===== src/rtl/rast_perf_mon_if.sv =====
// Dump readout channel of the rasterizer performance monitor.
//   dump_req   : consumer requests a serial readout of every counter
//   dump_ready : consumer accepts the word on dump_data this cycle
//   dump_valid : dump_data/dump_idx/dump_last are valid
//   dump_data  : counter value (CNT_W bits)
//   dump_idx   : index of the counter currently on dump_data (IDX_W bits)
//   dump_last  : high with the final counter of the readout
// master = monitor side, slave = consumer side.
interface rast_perf_mon_if #(
  parameter int CNT_W = 32,
  parameter int IDX_W = 3
);
  logic             dump_req;
  logic             dump_ready;
  logic             dump_valid;
  logic [CNT_W-1:0] dump_data;
  logic [IDX_W-1:0] dump_idx;
  logic             dump_last;

  modport master (
    input  dump_req, dump_ready,
    output dump_valid, dump_data, dump_idx, dump_last
  );

  modport slave (
    output dump_req, dump_ready,
    input  dump_valid, dump_data, dump_idx, dump_last
  );
endinterface


===== src/rtl/rast_perf_mon.sv =====
// Rasterizer performance monitor: counts run cycles, accepted triangles,
// stall cycles, sample tests and per-lane hits, then reads the counters out
// one word at a time over a valid/ready channel.
// Counter map: 0 run cycles, 1 triangles, 2 stall cycles, 3 samples,
// 4+k hits on lane k.
// Ports:
//   clk             clock, rising edge
//   rst             asynchronous reset, active low
//   validTri_R10H   triangle offered
//   halt_RnnnnL     low = pipeline stalled
//   validSamp_R16H  sample test issued
//   hit_valid_R18H  per-lane hit strobes [LANES]
//   start / stop    clear+begin counting / end counting
//   dmp             dump channel (rast_perf_mon_if.master)
//   busy            high while counting or dumping
//   overflow        sticky, set once any counter has reached all-ones
// Build option: RAST_PERF_MON_SATURATE_EN makes counters stick at all-ones
// instead of wrapping to zero.
module rast_perf_mon #(
  parameter int LANES = 2,
  parameter int CNT_W = 32
) (
  input  logic                clk,
  input  logic                rst,
  input  logic                validTri_R10H,
  input  logic                halt_RnnnnL,
  input  logic                validSamp_R16H,
  input  logic [LANES-1:0]    hit_valid_R18H,
  input  logic                start,
  input  logic                stop,
  rast_perf_mon_if.master     dmp,
  output logic                busy,
  output logic                overflow
);
  localparam int NCNT  = 4 + LANES;
  localparam int IDX_W = $clog2(NCNT);
  localparam logic [IDX_W-1:0] LAST_IDX = IDX_W'(NCNT - 1);

  typedef enum logic [1:0] {IDLE, RUN, FROZEN, DUMP} state_t;

  state_t           state, state_nxt;
  logic [IDX_W-1:0] dump_idx_r, idx_nxt;
  logic             clr;
  logic [NCNT-1:0]  ev;
  logic             any_ones;
  logic [CNT_W-1:0] cnt [NCNT];

  function automatic logic [CNT_W-1:0] cnt_inc(input logic [CNT_W-1:0] v);
`ifdef RAST_PERF_MON_SATURATE_EN
    return (&v) ? v : v + CNT_W'(1);
`else
    return v + CNT_W'(1);
`endif
  endfunction

  // Event strobes in counter-index order.
  always_comb begin
    ev    = '0;
    ev[0] = 1'b1;
    ev[1] = validTri_R10H & halt_RnnnnL;
    ev[2] = ~halt_RnnnnL;
    ev[3] = validSamp_R16H;
    for (int k = 0; k < LANES; k++) ev[4+k] = hit_valid_R18H[k];
  end

  always_comb begin
    any_ones = 1'b0;
    for (int i = 0; i < NCNT; i++) any_ones = any_ones | (&cnt[i]);
  end

  always_ff @(posedge clk or negedge rst) begin
    if (!rst) begin
      state      <= IDLE;
      dump_idx_r <= '0;
    end else begin
      state      <= state_nxt;
      dump_idx_r <= idx_nxt;
    end
  end

  // Start has priority over dump_req when idle/frozen; in RUN only stop is
  // honoured, and DUMP only reacts to the consumer handshake.
  always_comb begin
    state_nxt = state;
    idx_nxt   = dump_idx_r;
    clr       = 1'b0;
    unique case (state)
      IDLE, FROZEN: begin
        if (start) begin
          clr       = 1'b1;
          state_nxt = RUN;
        end else if (dmp.dump_req) begin
          state_nxt = DUMP;
          idx_nxt   = '0;
        end
      end
      RUN: begin
        if (stop) state_nxt = FROZEN;
      end
      DUMP: begin
        if (dmp.dump_ready) begin
          if (dump_idx_r == LAST_IDX) begin
            state_nxt = FROZEN;
            idx_nxt   = '0;
          end else begin
            idx_nxt = dump_idx_r + IDX_W'(1);
          end
        end
      end
      default: state_nxt = IDLE;
    endcase
  end

  always_ff @(posedge clk or negedge rst) begin
    if (!rst) begin
      for (int i = 0; i < NCNT; i++) cnt[i] <= '0;
    end else if (clr) begin
      for (int i = 0; i < NCNT; i++) cnt[i] <= '0;
    end else if (state == RUN) begin
      for (int i = 0; i < NCNT; i++)
        if (ev[i]) cnt[i] <= cnt_inc(cnt[i]);
    end
  end

  // Registered from the current counter values, so it rises the cycle after
  // a counter reaches all-ones and stays set even if that counter wraps.
  always_ff @(posedge clk or negedge rst) begin
    if (!rst)          overflow <= 1'b0;
    else if (clr)      overflow <= 1'b0;
    else if (any_ones) overflow <= 1'b1;
  end

  always_comb begin
    dmp.dump_data = '0;
    for (int i = 0; i < NCNT; i++)
      if (dump_idx_r == IDX_W'(i)) dmp.dump_data = cnt[i];
  end

  assign dmp.dump_valid = (state == DUMP);
  assign dmp.dump_idx   = dump_idx_r;
  assign dmp.dump_last  = (state == DUMP) && (dump_idx_r == LAST_IDX);
  assign busy           = (state == RUN) || (state == DUMP);
endmodule

===== src/flat_wrapper.sv =====
// flat-port wrapper written by rule: the top's interface ports become plain ports
module rast_perf_mon_flat 
#(
  parameter int LANES = 2,
  parameter int CNT_W = 32
)
  (clk, rst, validTri_R10H, halt_RnnnnL, validSamp_R16H, hit_valid_R18H, start, stop, busy, overflow, dmp_dump_req, dmp_dump_ready, dmp_dump_valid, dmp_dump_data, dmp_dump_idx, dmp_dump_last);
  rast_perf_mon_if #(.CNT_W(CNT_W)) dmp_i ();
  input  logic clk;
  input  logic rst;
  input  logic validTri_R10H;
  input  logic halt_RnnnnL;
  input  logic validSamp_R16H;
  input  logic [LANES-1:0] hit_valid_R18H;
  input  logic start;
  input  logic stop;
  output logic busy;
  output logic overflow;
  input wire logic [$bits(dmp_i.dump_req)-1:0] dmp_dump_req;
  input wire logic [$bits(dmp_i.dump_ready)-1:0] dmp_dump_ready;
  output wire logic [$bits(dmp_i.dump_valid)-1:0] dmp_dump_valid;
  output wire logic [$bits(dmp_i.dump_data)-1:0] dmp_dump_data;
  output wire logic [$bits(dmp_i.dump_idx)-1:0] dmp_dump_idx;
  output wire logic [$bits(dmp_i.dump_last)-1:0] dmp_dump_last;
  assign dmp_i.dump_req = dmp_dump_req;
  assign dmp_i.dump_ready = dmp_dump_ready;
  assign dmp_dump_valid = dmp_i.dump_valid;
  assign dmp_dump_data = dmp_i.dump_data;
  assign dmp_dump_idx = dmp_i.dump_idx;
  assign dmp_dump_last = dmp_i.dump_last;
  rast_perf_mon #(.LANES(LANES), .CNT_W(CNT_W)) u_core (.clk(clk), .rst(rst), .validTri_R10H(validTri_R10H), .halt_RnnnnL(halt_RnnnnL), .validSamp_R16H(validSamp_R16H), .hit_valid_R18H(hit_valid_R18H), .start(start), .stop(stop), .dmp(dmp_i), .busy(busy), .overflow(overflow));
endmodule

===== config.mk =====
export PLATFORM = sky130hd
export DESIGN_NAME = rast_perf_mon_flat
export DESIGN_NICKNAME = d
export VERILOG_FILES = /design/src/rtl/rast_perf_mon_if.sv /design/src/rtl/rast_perf_mon.sv /design/src/flat_wrapper.sv
export SDC_FILE = /design/constraint.sdc
export NUM_CORES = 1
export LEC_CHECK = 0
export ABC_AREA = 1
export CAP_MARGIN = 20
export CORE_MARGIN = 3
export CORE_UTILIZATION = 29
export CTS_CLUSTER_SIZE = 14
export DETAILED_ROUTE_END_ITERATION = 10
export GPL_ROUTABILITY_DRIVEN = 0
export SYNTH_ARGS = -nofsm -noshare
export SYNTH_HDL_FRONTEND = slang
export SYNTH_SLANG_ARGS = --single-unit

===== constraint.sdc =====
create_clock -name clk -period 2 [get_ports clk]
set_input_delay 0.3 -clock clk [delete_from_list [all_inputs] [get_ports clk]]
set_output_delay 0.3 -clock clk [all_outputs]
set_load 0.01 [all_outputs]

==> results of run 1 <==
==> repair_timing <==
| action | CTS | global route |
|---|---|---|
| setup buffers | 12 | 17 |
| gates cloned | 7 | 2 |
| gates resized for setup | 291 | 73 |
| endpoints found under the setup margin | 35 | 38 |
| endpoints found under the hold margin | 49 | 0 |
| pin swaps | 35 | 31 |
| hold buffers | 1 | 0 |
==> state kept, by name, summed over array words and instances, names as in the netlist <==
register and count:
u_core.cnt 192, u_core.dmp.dump_idx 3, u_core.state 2, u_core.overflow 1
==> layer usage <==
layer  wire length, um  global-route usage, %
met5                 0                      0
met4              2950                   11.1
met3              4870                   4.07
met2             24800                   34.1
met1             24000                   28.8
==> report_power, final <==
group | switching [mW] | internal, mW
registers | 0.524 | 4.47
logic | 4.82 | 3.08
clock network | 1.80 | 1.75
==> path summary, 6_finish.rpt <==
path	start	to	slack, ns
max	u_core.dmp.dump_idx[1]	dmp_dump_data[17]	-0.61
min	rst	u_core.cnt[161]	0.36
max reg2reg	u_core.cnt[108]	u_core.overflow	0.13
min reg2reg	u_core.cnt[30]	u_core.cnt[30]	0.54
max in group asynchronous	rst	u_core.cnt[82]	0.94
min in group clk	u_core.cnt[30]	u_core.cnt[30]	0.54
==> worst reg2reg max path: stages (launching register included) <==
cell	delay, ns
sky130_fd_sc_hd__dfrtp_1	0.45
sky130_fd_sc_hd__buf_4	0.17
sky130_fd_sc_hd__nand2_1	0.08
sky130_fd_sc_hd__nor2_1	0.25
sky130_fd_sc_hd__nand2_2	0.19
sky130_fd_sc_hd__nor2_1	0.14
sky130_fd_sc_hd__nand2_1	0.07
sky130_fd_sc_hd__nand2_1	0.23
sky130_fd_sc_hd__nor2_1	0.07
sky130_fd_sc_hd__a21oi_1	0.15
==> cells in the final DEF (no fill, tap or decap), drive strengths merged, types with 2 or more instances in the layout <==
| master | instances |
|---|---|
| nor3 | 52 |
| clkbuf | 20 |
| buf | 301 |
| o21bai | 2 |
| a21o | 5 |
| nand3b | 2 |
| a32o | 2 |
| xor2 | 3 |
| dfrtp | 198 |
| o22ai | 11 |
| clkdlybuf4s50 | 14 |
| a21oi | 140 |
| nand2 | 768 |
| a31oi | 6 |
| nand3 | 147 |
| o211ai | 20 |
| inv | 234 |
| clkinv | 5 |
| ha | 7 |
| o21a | 11 |
| nand4 | 78 |
| o21ai | 138 |
| nor2 | 398 |
| nor3b | 3 |
| clkinvlp | 3 |
==> logic make-up (layout without fill, tap and decap cells) <==
group	count (synthesis)	in the layout	synth area share (%)
compound gates	338	338	12.9
xor+xnor	4	4	0.246
fa+ha+maj	7	7	0.615
buf+inv	297	581	8.35
flops	198	198	34.8
simple gates	1450	1450	43.1
==> layout make-up <==
cell class	count	area [um^2]	share of cell area, %
Inverter	228	876	4.71
Multi-Input combinational cell	1799	8600	46.3
Timing Repair Buffer	321	2770	14.9
Sequential cell	198	4960	26.7
Tap cell	656	821	4.42
Clock buffer	17	425	2.29
Clock inverter	15	141	0.761
==> results.txt, run 1 <==
- Setup repair after global routing missed its margin: yes
- Area of the core: 0.0481 mm^2
* Prevailing post-synth register cell: sky130_fd_sc_hd__dfrtp_1
- Horizontal die dimension: 228 um
- Worst setup slack after placement: -0.524 ns
* H-tree Lvls: 4
* Tightest Pin Transition: 0.555 ns
* Die boundary height: about 230 um
- Hold is met by 0.363 ns.
- DR DRC count: 0
* Post-place instance area: 0.0171 mm^2
- Summing all non-filler instances in the final layout gives an area of ~0.019 mm^2.
- Count of inserted antenna diode cells: 0
- After synthesis, the netlist uses between 40 and 50 different library cells.
- Fillcell total: between 5,000 and 6,000
- Number of CTS-inserted buffers: 17
* Crit Path Max Fanout: 10
* Period utilization: 130%
- From synthesis to final layout, the design area changed by 30.5%.
* Post-route worst setup slack: -0.606 ns
- The final count of pins violating max slew was 0.
- The largest total area in the synthesized netlist belongs to sky130_fd_sc_hd__dfrtp_1.
- Syn Area/Cell: 6.21 um^2
- Entering global routing, the biggest net connects 56 pins.
- Number of rows in the core area: 80
- Summing every instance area after synthesis gives 0.0142 mm^2.
- STA classifies the critical path endpoint as an output pin.
- The slowest stage of the critical path belongs to the cell sky130_fd_sc_hd__dfrtp_2.
- For this run, the slowest stage of the critical path takes 0.48 ns.
- The checks that failed: negative setup slack.
- DRT Pass-1 Iters: 8
* Library cell with the highest instance count after synthesis: sky130_fd_sc_hd__nand2_1
* Warnings from Yosys: 0
- Die Footprint: a little over 0.05 mm^2
* Number of nets with antenna violations after routing: 0
- Max frequency: about 0.38 GHz
- Initial antenna violation count: 0
* Start-to-end type of the worst setup path: flip-flop to output pin
- Cell count after synthesis: 2,294
- TritonCTS built the clock tree.
- For the worst setup path, the data required time is 1.70 ns.
* Depth of the worst register-to-register path: 9
- Setup violations remaining at the end of the flow were counted as 33.
- Once detailed placement completed, the half-perimeter wirelength came to 43,700 um.
- I/O pin total: 50
- The clock passes through at most 2 buffers.
- Post-synth top cells: 747 x sky130_fd_sc_hd__nand2_1, 379 x sky130_fd_sc_hd__nor2_1, 219 x sky130_fd_sc_hd__inv_1
- Most Frequent Cell on Critical Path: sky130_fd_sc_hd__nand2_1
- CTS placed an instance of sky130_fd_sc_hd__clkbuf_16 at the clock tree root.
- Max-slew headroom at the worst pin: around 63%
- The first global-routing pass estimated around 90,000 um of wire.
- The path class of the tightest hold or removal check is input pin to asynchronous set/reset pin.
* Vias in the first global route: 15,539
* Syn nets: 2,312
* Final core utilization: approximately 39%
- Max-cap violations in this run came to 0.
* Vias per cell: 5.19
* Final routed wire length divided by cell count: 17.5 um
* Clock Sink Count: just under 200
* Crit-path leading delay family: buffers and inverters
* Clock latency at the later pin of the worst-skew pair: approximately 0.48 ns
- Setup skew after layout: 0.0142 ns
- Type of origin of the critical path: flip-flop
- Crit path buffers/inverters: 4
- Clock-pin slew on the worst setup and hold paths: 0.09 ns
- For this run, the register share of the synthesized area comes to a little over a third.
- Flip-flop and latch count after synthesis: 198
- DRT iter0 DRCs: 1,721
- In this run the biggest area consumer among cell types represents 34.8% of the synthesized area.
- The routed layout has 16,773 vias.
* Number of hold-slack violations in the final timing report: 0
- Worst-case vdd ir drop: between 0.6 and 0.7 mV
- Run status: finished, violations left
* Finished Layout Cells: 3,234
- Power density of the placed cells: a little under 900 mW/mm^2
* Proportion of layout cells with a drive suffix above 1: 19.8%
- The critical path runs through a total of 11 cells.
- Cell breakdown of the critical path: nand2_1, inv_2, ha_4, buf_12, buf_16, a21oi_1, nand2_1, nand2_1, o211ai_1, o21ai_1, buf_2
- The initial utilization of the core area, before any placement, comes to 29.6%.
- EDFF count, synth: 0
- NumNets Final: 2,583
- For this block, the routed nets add up to 56,600 um of wire.
- Async SR Flop Fraction: between 90% and 100%
* Crit path DAT: 2.31 ns
* Post-layout power: 16.4 mW
- Global-route congestion overflow total: 0
- In the final timing run, aggregate negative setup slack is -16.54 ns.
* Overall routing resource usage: 21.8%
- Summed over all cells, the static leakage comes to 8.26 nW.
- Cells taking the most area after synthesis: sky130_fd_sc_hd__dfrtp_1 35%, sky130_fd_sc_hd__nand2_1 20%, sky130_fd_sc_hd__nor2_1 10%
- Quantity of I/O buffers inserted on ports: 49
* Placed cell count: about 3,200
- The smallest clock period supported by the final layout is computed as 2.61 ns.
(Power assumes the default switching activity.)
==> run 2, diff against run 1 <==
CORE_MARGIN = 4   (was 3)
SETUP_SLACK_MARGIN = 0.2   (was not set)
TNS_END_PERCENT = 10   (was not set)
==> results.txt, run 2 (synthesized netlist as in run 1, its figures left out) <==
- The setup-violating endpoint count in the final report is 33 (unchanged).
- The die span in x was 230 um (+0.88%).
* Period utilization: 130% (+0.21 points)
- The register share of total power is 31.7% (+1.3 points).
- The final wirelength came to 56,600 um (about the same).
- The final count of pins violating max slew came to 0 (unchanged).
* Leading cell types in the layout, fill and taps excluded: 708 x sky130_fd_sc_hd__nand2_1, 350 x sky130_fd_sc_hd__nor2_1, 210 x sky130_fd_sc_hd__buf_4
- Worst setup slack after placement: -0.468 ns (+0.0560 ns)
- Final core utilization: 38.9% (+0.33 points)
- P_sw: 7.00 mW (-2.0%)
* Tightest Pin Transition: 0.617 ns (+0.0618 ns)
* Count of inserted antenna diode cells: 0 (unchanged)
- The data arrival at the endpoint of the critical path is 2.31 ns (about the same).
* Cell breakdown of the critical path: nand2_2, inv_2, ha_4, buf_6, buf_16, a21oi_2, nand2_1, o211ai_1, o21ai_1, buf_2
- The run finished, with violations left.
- Compared with the post-synthesis result, the final layout area differs by 31.6%.
- The layer flagged by global routing as most heavily used is met2.
- The total clock buffers created by CTS came to 17 (unchanged).
- The initial antenna violation count is 0 (unchanged).
- The number of core rows is 80 (unchanged).
- Global routing usage on met2: 33.1% (-1.0 points)
- Quantity of I/O buffers inserted on ports: 49 (unchanged)
- Clock Sink Count: 198 (unchanged)
- The internal portion of total power was 9.12 mW (-1.9%).
* Clock network fraction of design power: 22.1% (+0.6 points)
- Clock-pin slew on the worst setup and hold paths: 0.08 ns (about the same)
- Routing usage on met1: 27.8% (-0.98 points)
* Most flops, register: u_core.cnt
- Clock root buffer master: sky130_fd_sc_hd__clkbuf_16
- The HPWL reported at the end of detailed placement was 44,700 um (+2.4%).
* Clock tree from TritonCTS: built
- Final routed wire length divided by cell count: 17.6 um (+0.62%)
- The flip-flop count of the largest register after layout was 192 (unchanged).
- Number of nets with antenna violations after routing: 0 (unchanged)
- Proportion of layout cells with a drive suffix above 1: 20.9% (+1.1 points)
* Capturing element type of the critical path: output pin
- The checks that failed: negative setup slack.
- The met3 routing resource usage after global routing came to 3.94% (-0.13 points).
- Vias in the first global route: 15,730 (+1.2%)
- DRT Pass-1 Iters: 6 (-2)
* Post-route worst setup slack: -0.610 ns (-0.00428 ns)
- H-tree Lvls: 4 (unchanged)
- By startpoint and endpoint, the worst setup path is classified as flip-flop to output pin.
* DR DRC count: 0 (unchanged)
- Final worst hold slack: 0.387 ns (+0.0234 ns)
* Global-route congestion overflow total: 0 (unchanged)
* Effective utilization at floorplan: 29.6% (unchanged)
- Number of hold-slack violations in the final timing report: 0 (unchanged)
- Share of total power in combinational logic: 46.1% (-2.0 points)
* Largest net degree at the start of global routing: 64 (+14%)
* Setup skew after layout: 0.0167 ns (+0.00250 ns)
- Net switching share of the total power: 43.4% (about the same)
- Max-slew headroom at the worst pin: 58.9% (-4.1 points)
- Power density of the placed cells: 860 mW/mm^2 (-2.8%)
* Post-layout power: 16.1 mW (-1.9%)
* Most frequent standard cell in the layout excluding fill and tap cells: sky130_fd_sc_hd__nand2_1
- Vias per cell: 5.20 (+0.29%)
- The maximum root-to-sink buffer count is 2 (unchanged).
- The DRC marker count from the first detailed-route iteration is 1,640 (-4.7%).
- Type of origin of the critical path: flip-flop
* Time the final worst path needs with I/O delays and setup: 2.61 ns (+0.00428 ns)
* Register-to-register setup slack: 0.07 ns (-0.06 ns)
* I/O pin total: 50 (unchanged)
- The longest individual stage delay on the worst path came to 0.48 ns (about the same).
- Total negative slack: -15.98 ns (+0.554 ns)
* Max frequency: 0.383 GHz (-0.16%)
- Die boundary height: 230 um (+0.88%)
- The core area came to 0.0481 mm^2 (unchanged).
* NumNets Final: 2,562 (-0.81%)
* Crit Path Max Fanout: 11 (+1)
- Worst-case vdd ir drop: 0.771 mV (+24%)
- The clock insertion delay at the later pin of the skew report is 0.48 ns (about the same).
* Vias after detailed routing: 16,712 (-0.36%)
- Worst path slowest cell: sky130_fd_sc_hd__dfrtp_2
- Overall routing resource usage: 21.1% (-0.69 points)
- Setup repair after global routing could not meet its margin everywhere.
- Hold Crit Class: input pin to asynchronous set/reset pin
- The required time of the critical path is 1.70 ns (about the same).
- Die Footprint: 0.0527 mm^2 (+1.8%)
- The first-pass GRT wire length was 87,800 um (+0.47%).
* Max-Cap Viols: 0 (unchanged)
- Fillcell total: 5,082 (+0.85%)
- The leakage power came to 8.22 nW (-0.43%).
==> run 2: changes by cell type in the layout (fill, tap and decap cells not counted), moves of 9 or more <==
cell	delta
sky130_fd_sc_hd__o21ai_1	+12
sky130_fd_sc_hd__dfrtp_2	+9
sky130_fd_sc_hd__buf_4	-19
sky130_fd_sc_hd__nor2_4	+10
sky130_fd_sc_hd__nor2_2	+11
sky130_fd_sc_hd__nor2_1	-21
sky130_fd_sc_hd__inv_1	-9
sky130_fd_sc_hd__dfrtp_1	-9
sky130_fd_sc_hd__o21ai_0	-12
==> run 2: routing by layer <==
| metal | wire length [um] | vias up |
|---|---|---|
| li1 | - | 7950 |
| met1 | 23800 | 7900 |
| met2 | 25100 | 680 |
| met3 | 4500 | 182 |
| met4 | 3170 | 0 |
| met5 | 0 | - |
==> run 2: stage by stage <==
stage | std cells | area [um^2]
after floorplan | 2294 | 14200
after global placement | 3167 | 17200
after CTS | 3213 | 18200
after global routing | 3213 | 18700
final | 3213 | 18700
after detailed placement | 3167 | 17200
==> run 2: critical path, delay by kind of cell (launching register included) <==
| kind | cells | cell delay, ns |
|---|---|---|
| and+or+nand+nor | 2 | 0.18 |
| buffers and inverters | 4 | 0.50 |
| DFF | 1 | 0.48 |
| AOI/OAI and AO/OA | 3 | 0.45 |
| adders and majority gates | 1 | 0.22 |
==> run 2: worst paths after layout <==
kind,to,depth (start not counted),startpoint
max,dmp_dump_data[17],10,u_core.dmp.dump_idx[0]
min,u_core.cnt[162],2,rst
max reg2reg,u_core.cnt[152],10,u_core.state[0]
min reg2reg,u_core.cnt[30],2,u_core.cnt[30]
max in group asynchronous,u_core.cnt[35],3,rst
min in group clk,u_core.cnt[30],2,u_core.cnt[30]
==> run 2: what timing repair did <==
item / in CTS / in global routing
gates cloned: 5 / 0
hold buffers: 1 / 0
endpoints found under the hold margin: 55 / 0
pin swaps: 36 / 86
resized for setup: 248 / 183
endpoints found under the setup margin: 93 / 129
buffers inserted: 8 / 0
==> run 2: area by class of cell <==
type | instances | area, um^2 | share of cell area [%]
Tap cell | 656 | 821 | 4.38
Inverter | 228 | 882 | 4.70
Multi-Input combinational cell | 1799 | 8860 | 47.2
Sequential cell | 198 | 4970 | 26.5
Clock inverter | 14 | 143 | 0.761
Clock buffer | 18 | 439 | 2.34
Timing Repair Buffer | 300 | 2640 | 14.1
==> run 2: power by group through the flow <==
stage               clock network, mW  logic (mW)  registers (mW)
floorplan                           0        3.19            4.97
global placement                    0        6.53            5.07
detailed placement                  0        6.58            5.07
CTS                              3.64        6.88            5.05
global route                     3.81        7.96            5.16
finish                           3.57        7.44            5.11
